`src/rtl/width_expander.sv`:
```
`default_nettype none
// ============================================================================
// Module   : width_expander
// Summary  : Packs up to NO narrow dti elements into one wide word. A group
//            closes after NO elements or on an element carrying eot.
// Revision : 1.0 - initial release
// ============================================================================
module width_expander #(
  parameter int W_DATA = 16,
  parameter int NO     = 4,
  localparam int CW    = $clog2(NO + 1)
) (
  input  logic                     clk,
  input  logic                     rst,
  input  logic                     din_valid,
  output logic                     din_ready,
  input  logic [W_DATA:0]          din_data,
  output logic                     dout_valid,
  input  logic                     dout_ready,
  output logic [NO*W_DATA+CW:0]    dout_data
);

  localparam int                 c_cnt_w = $clog2(NO);
  localparam logic [c_cnt_w-1:0] c_last  = c_cnt_w'(NO - 1);

  logic [c_cnt_w-1:0]   r_cnt;
  logic [W_DATA-1:0]    r_acc [NO];
  logic                 r_out_valid;
  logic [CW-1:0]        r_out_nvalid;
  logic                 r_out_eot;

  logic                 w_in_hs;
  logic                 w_out_hs;
  logic                 w_eot;
  logic                 w_close;
  logic [W_DATA-1:0]    w_elem;
  logic [NO*W_DATA-1:0] w_array;

  assign w_elem    = din_data[W_DATA-1:0];
  assign w_eot     = din_data[W_DATA];
  assign din_ready = !r_out_valid || dout_ready;
  assign w_in_hs   = din_valid && din_ready;
  assign w_out_hs  = r_out_valid && dout_ready;
  assign w_close   = w_eot || (r_cnt == c_last);

  // The accumulator doubles as the output register: it is only rewritten
  // once the previous word has been (or is being) consumed.
  genvar gi;
  generate
    for (gi = 0; gi < NO; gi++) begin : g_pack
      assign w_array[gi*W_DATA +: W_DATA] = r_acc[gi];
    end
  endgenerate

  assign dout_valid = r_out_valid;
  assign dout_data  = {r_out_eot, r_out_nvalid, w_array};

  always_ff @(posedge clk) begin
    if (rst) begin
      r_cnt        <= '0;
      r_out_valid  <= 1'b0;
      r_out_nvalid <= '0;
      r_out_eot    <= 1'b0;
      for (int i = 0; i < NO; i++) begin
        r_acc[i] <= '0;
      end
    end else begin
      if (w_out_hs) begin
        r_out_valid <= 1'b0;
      end
      if (w_in_hs) begin
        // First element of a group zero-pads the remaining slots.
        for (int i = 0; i < NO; i++) begin
          if (c_cnt_w'(i) == r_cnt) begin
            r_acc[i] <= w_elem;
          end else if (r_cnt == '0) begin
            r_acc[i] <= '0;
          end
        end
        if (w_close) begin
          r_out_valid  <= 1'b1;
          r_out_nvalid <= CW'(r_cnt) + CW'(1);
          r_out_eot    <= w_eot;
          r_cnt        <= '0;
        end else begin
          r_cnt <= r_cnt + c_cnt_w'(1);
        end
      end
    end
  end

endmodule
`default_nettype wire

```
`config.mk`:
```
export PLATFORM = sky130hd
export DESIGN_NAME = width_expander
export DESIGN_NICKNAME = d
export VERILOG_FILES = /design/src/rtl/width_expander.sv
export SDC_FILE = /design/constraint.sdc
export NUM_CORES = 1
export LEC_CHECK = 0
export CAP_MARGIN = 20
export CORE_MARGIN = 2
export CORE_UTILIZATION = 43
export CTS_BUF_LIST = sky130_fd_sc_hd__clkbuf_8
export DETAILED_ROUTE_END_ITERATION = 10
export MAX_ROUTING_LAYER = met4
export PLACE_DENSITY_LB_ADDON = 0.2
export SYNTH_ARGS = -nofsm -noshare
export SYNTH_HDL_FRONTEND = slang
export SYNTH_SLANG_ARGS = --single-unit
```
`constraint.sdc`:
```
create_clock -name clk -period 2.3 [get_ports clk]
set_input_delay 0.46 -clock clk [delete_from_list [all_inputs] [get_ports clk]]
set_output_delay 0.46 -clock clk [all_outputs]
set_load 0.01 [all_outputs]
```
==> reports/metrics.yaml <==
outcome:
  outcome: "completed"
finish:
  fin_util: 0.638
  diodes: 0
  layout.cells.non_filler: 372
  final_nets: 316
  drive_gt1_frac: 0.142
  area_delta_synth_final_pct: 43.8
synth:
  synthAdderAreaFrac: 0.0222
  synth_top_family_by_area: "simple AND/OR/NAND/NOR gates"
  synth_cell_types: 27
  synth_top_area_share: 0.682
  synth_flop_cell: "edfxtp_1"
  netlist_instances: 190
  synth_compound_gate_area_share: 0.0240
  yosysSeqAreaShare: 0.732
  synth_xor_area_frac: 0
  synth_common_cells: "edfxtp_1, and3_1, and3_2, dfxtp_1, clkbuf_2"
  synth_nets: 216
  synth_area_per_cell_um2: 14.8
  async_flop_share: 0
  synthSimpleGateAreaFrac: 0.193
  synth.most_common_cell: "edfxtp_1"
  synthTopCellsByArea: "edfxtp_1, and3_1, dfxtp_1"
  synthMuxAreaShare: 0.00355
  netlist_area_mm2: 0.00282
  synth_edf_count: 64
  synth_top_cell_by_area: "edfxtp_1"
  yosysWarningCount: 0
  synth-seq-cells: 71
clocking:
  htreeDepth: 3
  post_cts_buffers: 0
  cts_made_buffers: 9
  root_buffer: "clkbuf_8"
  clockBufferDepth: 2
  cts_resized: 0
  cts_hold_buf: 0
  clk_pin_slew_ns: 0.07
  cts_tree: "built"
  cts.sinks: 71
  clock_latency_ns: 0.33
floorplanning:
  start_util: 0.444
  die_x_um: 85.0
  die-height_um: 85.0
  dieArea_mm2: 0.00722
  placementRows: 29
  coreArea_mm2: 0.00635
  ios: 91
critical_path:
  crit_family: "buffers and inverters"
  cp_slowest_stage_delay_ns: 0.53
  crit_path_end_kind: "primary output"
  crit_type: "input pin to primary output"
  path_max_fanout: 2
  r2r_setup_slack_ns: 0.40
  path_buf_inv: 3
  cpMostUsedCell: "clkdlybuf4s50_1"
  cp_slowest_cell: "clkdlybuf4s50_1"
  crit_chain: "clkdlybuf4s50_1, and2b_2, inv_1, clkdlybuf4s50_1"
  worstPathArrival_ns: 1.71
  required_ns: 1.84
  cp-start-kind: "input pin"
sta:
  max_slew_margin: 0.403
  post-route-period-util: 0.943
  final-max-slew-violation-count: 0
  fin_skew_ns: 0.00559
  rsz0062_at_grt: "no"
  fmax_ghz: 0.461
  setup_viol: 0
  setup_slack_ns: 0.131
  tightestPinTransition_ns: 0.893
  min_period_ns: 2.17
  hold_violations: 0
  hold_slack_ns: 0.464
placement:
  place_inst: 356
  dp_slack_ns: 0.133
  portBuffers: 90
  gp_congestion: 0.868
  post-dp-hpwl_um: 4390
drt:
  first_pass_iters: 4
  drc: 0
  wire_per_inst_um: 16.5
  viasPerCell: 5.15
  wirelength_um: 6150
  ant_nets: 0
  drt-initial-drc-count: 133
  vias: 1915
grt:
  antenna_found_initial: 0
  grt_first_pass_wirelength_um: 9620
  top_usage_layer: "met2"
  gr-usage-all-layers: 0.181
  use_met1: 0.232
  grt_max_degree: 65
  grt_pass1_vias: 1856
  grtUsageMet2: 0.272
  grt_util_met3: 0.0554
  gr-total-overflow: 0
power_and_ir_drop:
  peakVddDrop_mv: 0.391
  power_density_mw_per_mm2: 695
  p_leak_nw: 1.73
  power_mw: 2.82
job:
  cap_viol_max_count: 0
hold_path:
  hold_path_class: "flip-flop to flip-flop"
==> metal layers <==
metal  share of wire  up-vias
met4           0.020        0
met3           0.073       10
li1                -      919
met2            0.49       84
met5               0        -
met1            0.42      902
==> placed cells by master, fill, tap and decap left out <==
master           instances
nor2_1                   4
clkinvlp_4               3
nand3_1                  2
buf_4                    8
edfxtp_1                64
nor3_4                   1
o22ai_1                  1
or4_1                    1
nor2b_1                  4
inv_1                    4
dfxtp_1                  7
a22o_1                   1
clkbuf_8                 9
a21oi_1                  2
bufinv_16                1
o21a_1                   1
clkdlybuf4s50_1         90
inv_2                    1
o21ai_1                  3
nor3_1                   1
o211a_1                  1
and2b_2                  1
ha_1                     5
and3_2                  15
buf_12                   2
clkinv_1                 2
nand2_1                  5
o21ai_0                  2
nand4_1                  2
and3_1                  50
mux2i_1                  1
clkinv_2                 1
==> worst min-delay path, cell delays in order (launching register included) <==
cell and delay (ns):
dfxtp_1 0.31, nand2_1 0.05, o22ai_1 0.05
==> where the power goes <==
part           total [mW]  leakage, nW  internal (mW)  switching (mW)
Sequential           1.52        0.757           1.49          0.0252
Clock               0.927       0.0901          0.490           0.436
Combinational       0.374        0.887          0.202           0.172
==> flip-flops by register name, indices dropped and copies added, names as in the netlist <==
signal	cells
r_out_eot	1
r_acc	64
dout_valid	1
r_cnt	2
r_out_nvalid	3
==> path summary, 6_finish.rpt <==
check,from,to,cells after the start
hold reg to reg,r_out_nvalid[2],r_out_nvalid[2],2
setup reg to reg,r_cnt[0],r_acc[2][14],4
hold / removal,r_out_nvalid[2],r_out_nvalid[2],2
setup / recovery,dout_ready,din_ready,4
==> per-stage QoR <==
step	setup TNS, ns	instance area (µm²)
after global routing	0	4050
after CTS	0	4050
final	0	4050
after detailed placement	0	3860
after floorplan	-14.33	2820
after global placement	0	3860
==> area by class of cell <==
class                      instances  area (µm²)
fill                             469        2300
tap                               77        96.3
multi-input combinational        103         684
clock inverter                     7        65.1
sequential                        71        2060
inverter                           5        18.8
timing repair buffer             100        1000
clock buffer                       9         124
==> cell families (layout without fill, tap and decap cells) <==
logic type      Yosys count  after routing
fa+ha+maj                 5              5
mux                       1              1
flops                    71             71
simple gates             86             86
buf+inv                  16            121
compound gates           11             11
No activity file was read; power rests on OpenSTA's default activity.
